===== config.mk =====
export PLATFORM = sky130hd
export DESIGN_NAME = pe_mac_array
export DESIGN_NICKNAME = d
export VERILOG_FILES = /design/src/rtl/pe_pkg.sv /design/src/rtl/pe_mac_lane.sv /design/src/rtl/pe_mac_array.sv
export SDC_FILE = /design/constraint.sdc
export NUM_CORES = 2
export LEC_CHECK = 0
export BUFFER_PORTS_ARGS = -buffer_cell sky130_fd_sc_hd__buf_4
export CAP_MARGIN = 20
export CORE_UTILIZATION = 56
export DETAILED_ROUTE_END_ITERATION = 7
export PLACE_DENSITY = 0.73
export SYNTH_ARGS = -nofsm -noshare
export SYNTH_HDL_FRONTEND = slang
export SYNTH_SLANG_ARGS = --single-unit
export TNS_END_PERCENT = 20

===== constraint.sdc =====
create_clock -name clk -period 6.58 [get_ports clk]
set_clock_uncertainty 0.05 [all_clocks]
set_input_delay 0.987 -clock clk [delete_from_list [all_inputs] [get_ports clk]]
set_output_delay 0.987 -clock clk [all_outputs]
set_load 0.01 [all_outputs]

===== src/rtl/pe_pkg.sv =====
// Shared types, widths and helpers for the multi-lane MAC processing element.
// Saturating accumulation is built when PE_SATURATE_EN is defined.
package pe_pkg;

  localparam int LANES_DEF  = 8;
  localparam int DW_DEF     = 8;
  localparam int ACCW_DEF   = 20;
  localparam int OPS_W_DEF  = 10;
  localparam int ADDR_W_DEF = 11;

  typedef enum logic [1:0] {
    S_IDLE,
    S_RUN,
    S_FLUSH,
    S_OUT
  } pe_state_e;

  // Signed add overflow from the operand and result sign bits.
  function automatic logic add_ovf(
    input logic a_s,
    input logic b_s,
    input logic r_s
  );
    return (a_s == b_s) && (r_s != a_s);
  endfunction

endpackage


===== src/rtl/pe_mac_lane.sv =====
// One MAC lane: product register, seeded accumulator, optional saturation.
// PE_SATURATE_EN selects clamping with a sticky overflow flag.
module pe_mac_lane
  import pe_pkg::*;
#(
  parameter int DW   = DW_DEF,
  parameter int ACCW = ACCW_DEF
) (
  input  logic                   clk,
  input  logic                   rst,
  input  logic                   seed_en_i,
  input  logic                   fb_sel_i,
  input  logic signed [ACCW-1:0] bias_i,
  input  logic                   accept_i,
  input  logic signed [DW-1:0]   act_i,
  input  logic signed [DW-1:0]   wgt_i,
  output logic signed [ACCW-1:0] acc_o,
  output logic                   ovf_o
);

  logic signed [2*DW-1:0] prod_q, prod_d;
  logic                   pv_q;
  logic signed [ACCW-1:0] acc_q, acc_d;
  logic signed [ACCW-1:0] addend, sum;

  assign prod_d = (2*DW)'(act_i) * (2*DW)'(wgt_i);
  assign addend = ACCW'(prod_q);
  assign sum    = acc_q + addend;
  assign acc_o  = acc_q;

  always_ff @(posedge clk or negedge rst) begin
    if (!rst) begin
      prod_q <= '0;
      pv_q   <= 1'b0;
      acc_q  <= '0;
    end else begin
      if (accept_i) prod_q <= prod_d;
      pv_q  <= accept_i;
      acc_q <= acc_d;
    end
  end

`ifdef PE_SATURATE_EN
  logic ovf_q, ovf_d, of;

  assign of    = add_ovf(acc_q[ACCW-1], addend[ACCW-1], sum[ACCW-1]);
  assign ovf_o = ovf_q;

  always_comb begin
    acc_d = acc_q;
    ovf_d = ovf_q;
    if (seed_en_i) begin
      acc_d = fb_sel_i ? acc_q : bias_i;
      ovf_d = 1'b0;
    end else if (pv_q) begin
      if (of) begin
        // Both operands share a sign on overflow; clamp toward it.
        acc_d = acc_q[ACCW-1] ? {1'b1, {(ACCW-1){1'b0}}}
                              : {1'b0, {(ACCW-1){1'b1}}};
        ovf_d = 1'b1;
      end else begin
        acc_d = sum;
      end
    end
  end

  always_ff @(posedge clk or negedge rst) begin
    if (!rst) ovf_q <= 1'b0;
    else      ovf_q <= ovf_d;
  end
`else
  assign ovf_o = 1'b0;

  always_comb begin
    acc_d = acc_q;
    if (seed_en_i)  acc_d = fb_sel_i ? acc_q : bias_i;
    else if (pv_q)  acc_d = sum;
  end
`endif

endmodule


===== src/rtl/pe_mac_array.sv =====
// Multi-lane MAC processing element: control FSM, beat counter, weight address.
// Lane arithmetic saturates when PE_SATURATE_EN is defined.
module pe_mac_array
  import pe_pkg::*;
#(
  parameter int LANES  = LANES_DEF,
  parameter int DW     = DW_DEF,
  parameter int ACCW   = ACCW_DEF,
  parameter int OPS_W  = OPS_W_DEF,
  parameter int ADDR_W = ADDR_W_DEF
) (
  input  logic                  clk,
  input  logic                  rst,
  input  logic                  cfg_load,
  input  logic [OPS_W-1:0]      cfg_n_ops,
  input  logic [ADDR_W-1:0]     cfg_base_addr,
  input  logic [LANES*ACCW-1:0] cfg_bias,
  input  logic [LANES-1:0]      cfg_fb_sel,
  input  logic                  in_valid,
  output logic                  in_ready,
  input  logic [LANES*DW-1:0]   in_data,
  input  logic [LANES*DW-1:0]   in_weight,
  output logic [ADDR_W-1:0]     w_addr,
  output logic                  out_valid,
  input  logic                  out_ready,
  output logic [LANES*ACCW-1:0] out_data,
  output logic [LANES-1:0]      ovf,
  output logic                  busy,
  output logic                  layer_done
);

  pe_state_e         state_q;
  logic [OPS_W-1:0]  n_ops_q, cnt_q, cnt_inc;
  logic [ADDR_W-1:0] base_q, w_addr_q;
  logic              in_ready_q, out_valid_q, busy_q, done_q;
  logic              accept, seed_en;

  assign cnt_inc    = cnt_q + 1'b1;
  assign accept     = in_valid & in_ready_q;
  assign seed_en    = (state_q == S_IDLE) & cfg_load;
  assign in_ready   = in_ready_q;
  assign out_valid  = out_valid_q;
  assign busy       = busy_q;
  assign layer_done = done_q;
  assign w_addr     = w_addr_q;

  always_ff @(posedge clk or negedge rst) begin
    if (!rst) begin
      state_q     <= S_IDLE;
      n_ops_q     <= '0;
      cnt_q       <= '0;
      base_q      <= '0;
      w_addr_q    <= '0;
      in_ready_q  <= 1'b0;
      out_valid_q <= 1'b0;
      busy_q      <= 1'b0;
      done_q      <= 1'b0;
    end else begin
      done_q <= 1'b0;
      unique case (state_q)
        S_IDLE: begin
          if (cfg_load) begin
            n_ops_q  <= cfg_n_ops;
            base_q   <= cfg_base_addr;
            cnt_q    <= '0;
            w_addr_q <= cfg_base_addr;
            busy_q   <= 1'b1;
            if (cfg_n_ops == '0) begin
              state_q     <= S_OUT;
              out_valid_q <= 1'b1;
            end else begin
              state_q    <= S_RUN;
              in_ready_q <= 1'b1;
            end
          end
        end
        S_RUN: begin
          if (in_valid) begin
            cnt_q    <= cnt_inc;
            w_addr_q <= w_addr_q + 1'b1;
            if (cnt_inc == n_ops_q) begin
              state_q    <= S_FLUSH;
              in_ready_q <= 1'b0;
            end
          end
        end
        S_FLUSH: begin
          state_q     <= S_OUT;
          out_valid_q <= 1'b1;
        end
        S_OUT: begin
          if (out_ready) begin
            state_q     <= S_IDLE;
            out_valid_q <= 1'b0;
            busy_q      <= 1'b0;
            done_q      <= 1'b1;
            w_addr_q    <= base_q;
          end
        end
      endcase
    end
  end

  for (genvar i = 0; i < LANES; i++) begin : g_lane
    pe_mac_lane #(
      .DW  (DW),
      .ACCW(ACCW)
    ) u_lane (
      .clk      (clk),
      .rst      (rst),
      .seed_en_i(seed_en),
      .fb_sel_i (cfg_fb_sel[i]),
      .bias_i   (cfg_bias[i*ACCW +: ACCW]),
      .accept_i (accept),
      .act_i    (in_data[i*DW +: DW]),
      .wgt_i    (in_weight[i*DW +: DW]),
      .acc_o    (out_data[i*ACCW +: ACCW]),
      .ovf_o    (ovf[i])
    );
  end

endmodule


==> parameters.txt <==
Parameter                              Value

Outcome
  Result of the run ... finished, final reports clean

Synth
  Syn Area/Cell ... 8.92 µm²
  Multiplexer share of the synthesized area ... 1.36%
  Post-synth EDFFs ... 0
  Sequential cell area fraction in the yosys report ... 20.8%
  Fraction of synthesized cell area in xor and xnor cells ... 5.36%
  Cell type contributing the most total cell area after synthesis ... fa_1
  Main area contributors after synthesis ... fa_1, dfrtp_1, ha_1
  Simple-Gate Fraction of Synth Area ... 15.8%
  Commonest cells post-synth ... inv_1, nand2_1, fa_1, ha_1, dfrtp_1
  Syn Inst Count ... 4,542
  Share of the synthesized area in compound gates (AO/OA/AOI/OAI) ... 14.8%
  Fraction of post-synthesis cell area in the top cell type by area ... 22.1%
  Post-synthesis adder-cell area fraction ... 34.2%
  Share of flip-flops with an asynchronous set or reset after synthesis ... 100%
  Dominant combinational cell family by area after synthesis ... adder cells
  Flip-flop and latch count after synthesis ... 337
  Library cell with the highest instance count after synthesis ... inv_1
  Syn. warnings ... 0
  Number of library cell types mapped by synthesis ... 78
  Area of the mapped netlist ... 40,500 µm²
  Most used DFF post-synth ... dfrtp_1

Worst setup path
  Reg-to-Reg Start ... state_q[1]$_DFFE_PN0P_
  Maximum net fanout on the critical path ... 8
  Endpoint arrival time on the critical path ... 5320 ps
  Count of buffer and inverter cells on the critical path ... 5
  Critical path's slowest cell ... fa_1
  Category of cells accounting for the largest share of critical-path delay ... adder cells
  Worst stage delay on the critical path ... 560 ps
  Critical path class ... in2reg
  Endpoint required time on the critical path ... 6960 ps
  Nature of the critical path startpoint ... input port
  Element type at the critical path end ... register
  Minimum setup slack among reg-to-reg paths ... 2760 ps
  Crit-path cells ... buf_4 > and2_1 > fa_1 > inv_1 > fa_1 > inv_1 > fa_1 > inv_1 > fa_1 > inv_1 > ha_1 > o21ai_0 > a21boi_0 > o21ai_0 > nand2b_1 > a2111o_1 > a31oi_1 > xor2_1 > o21ai_0
  Reg-to-reg endpoint ... g_lane[1].u_lane.acc_o[19]$_DFFE_PN0P_
  Number of cells traversed by the worst register-to-register path ... 11

Flow run
  Maximum capacitance violations ... 0

Finish
  Core utilization of the finished layout ... 65.3%
  Total area of multi-input combinational cells ... 29,100 µm²
  Fillers ... 6,109
  Storage cell area ... 8430 µm²
  Share of post-route cells with drive strength above 1 ... 13.1%
  Nets ... 6,153
  Layout overhead on the synthesized area ... 15.3%

Placement
  HPWL after detailed placement ... 86,900 µm
  Routability congestion estimate ... 0.915
  # port buffers ... 496

Floorplan
  Vertical die dimension ... 271 µm
  Std-Cell Rows ... 98
  Area of the core region ... 71,500 µm²
  Initial core utilization ... 56.7%
  Number of placed I/O pins ... 505
  Die area ... 73,400 µm²
  Horizontal extent of the die ... 271 µm

CTS
  Clock transition at the register clock pins on the worst setup and hold paths after CTS ... 60 ps
  Post-CTS Resized ... 0
  TritonCTS clock tree ... yes
  Maximum buffer depth of the clock tree ... 3
  Setup fix buffers added after clock tree synthesis ... 0
  CTS Root Buffer Type ... clkbuf_16
  Hold_buf cts ... 0
  Inserted Clock Buffers ... 43
  Latest clock arrival within the worst-skew pair ... 610 ps
  H-tree depth ... 2
  CTS sink count ... 337

STA
  Highest attainable clock frequency ... 202 MHz
  Setup TNS ... 0 ps
  Crit path time final ... 4950 ps
  Remaining max-slew budget at the tightest pin ... 25.5%
  Final Cycle Share ... 75.2%
  Max Slew Vio Count ... 0
  # setup viols final ... 0
  Hold Violations, Final ... 0
  Unrepaired setup endpoints after global routing ... false
  Transition time of the tightest slew-check pin ... 1120 ps

Hold path
  Hold/Removal Path Class ... in2async

Routing
  DRC marker count from the first detailed-route iteration ... 2,032
  Number of iterations in the first detailed-routing pass ... 5
  Avg WL per Cell ... 18.2 µm
  Number of vias in the routed layout ... 33,400
  # DRC ... 0
  Post-detailed-routing wire length ... 109,000 µm
  Vias per Instance ... 5.59
  Number of antenna-violating nets in the routed design ... 0

Power and ir drop
  Worst voltage drop across the vdd grid ... 0.000301 V
  Leak pwr ... 23.2 nW
  Power density over cell area ... 479 nW/µm²

Global route
  GR Layer Usage met2 ... 49.3%
  Global-route wire length before repair ... 175,000 µm
  Number of antenna violations at the first check in global routing ... 15
  Global route total overflow ... 0
  Number of global-route vias before repair ... 33,300
  Met1 Resource Use GR ... 39.0%
  Met3 Track Usage GR ... 5.91%
  Pin count of the biggest net entering global routing ... 147
  GRT Overall Usage ... 29.9%
  GR peak layer ... met2
[flip-flops by register name, summed over array words and instances, names as in the netlist]
register,count
base_q,11
busy,1
cnt_q,10
g_lane.u_lane.acc_o,160
g_lane.u_lane.prod_q,128
g_lane.u_lane.pv_q,1
in_ready,1
layer_done,1
n_ops_q,10
out_valid,1
state_q,2
w_addr,11
[cells in the final DEF, fill, tap and decap left out, drive strengths merged, types with 9 or more instances in the layout]
master,count
clkinv,10
a2111oi,13
xnor2,156
or3,13
a21oi,232
o21a,34
buf,512
nand2,481
xor2,91
dfrtp,337
mux2i,12
a22oi,31
o221ai,17
nor3,57
o22ai,61
mux2,38
fa,448
a21o,94
nor2,180
and3,20
a22o,9
o211ai,18
nand3,48
o21bai,18
a211oi,21
nand2b,54
clkbuf,58
nand4,17
a31oi,40
and2,334
o31ai,13
o21ai,292
nor2b,73
inv,689
ha,391
[cell families (layout without fill, tap and decap cells)]
| logic type | after synthesis | in the layout |
|---|---|---|
| and+or+nand+nor | 1304 | 1304 |
| AOI/OAI and AO/OA | 961 | 961 |
| adders and majority gates | 839 | 839 |
| buffers and inverters | 803 | 1278 |
| DFF | 337 | 337 |
| xor gates and xnor gates | 247 | 247 |
| muxes | 50 | 50 |
| other | 1 | 16 |
[layout make-up]
cell class	count	share of cell area, %
sequential	337	18.1
timing repair buffer	512	8.30
tap	950	2.55
clock inverter	19	0.649
antenna	8	0.0429
multi-input combinational	3409	62.3
clock buffer	58	2.58
inverter	689	5.54
[how the worst max path moves through the flow]
stage	from	endpoint	cells past startpoint
after floorplan	in_data[13]	g_lane[1].u_lane.prod_q[15]$_DFFE_PN0P_	17
after global placement	in_data[13]	g_lane[1].u_lane.prod_q[15]$_DFFE_PN0P_	18
after detailed placement	in_data[13]	g_lane[1].u_lane.prod_q[15]$_DFFE_PN0P_	18
after CTS	in_data[45]	g_lane[5].u_lane.prod_q[14]$_DFFE_PN0P_	19
after global routing	in_data[45]	g_lane[5].u_lane.prod_q[14]$_DFFE_PN0P_	19
final	in_data[45]	g_lane[5].u_lane.prod_q[14]$_DFFE_PN0P_	19
[per-layer routing]
layer | wire (µm) | part of all wire (%) | vias up
met3 | 7790 | 7.2 | 214
met5 | 95 | 0.087 | -
li1 | - | - | 15900
met1 | 45300 | 42 | 16400
met2 | 51800 | 48 | 980
met4 | 3800 | 3.5 | 14
[power breakdown]
group,switching [W],total [W],internal (W)
combinational,0.00870,0.0157,0.00703
sequential,0.000986,0.00410,0.00312
clock,0.00105,0.00254,0.00150
[metrics by stage]
| step | area [µm²] | std cells | hold WS (ps) | total power, W | setup slack (ps) |
|---|---|---|---|---|---|
| after CTS | 46700 | 5974 | 286 | 0.0224 | 1670 |
| after floorplan | 40500 | 4549 | 396 | 0.0155 | 1480 |
| final | 46700 | 5982 | 312 | 0.0224 | 1630 |
| after global routing | 46700 | 5980 | 325 | 0.0246 | 1390 |
| after detailed placement | 45200 | 5897 | 414 | 0.0197 | 1030 |
| after global placement | 45200 | 5896 | 409 | 0.0193 | 1060 |
(Power assumes the default switching activity.)
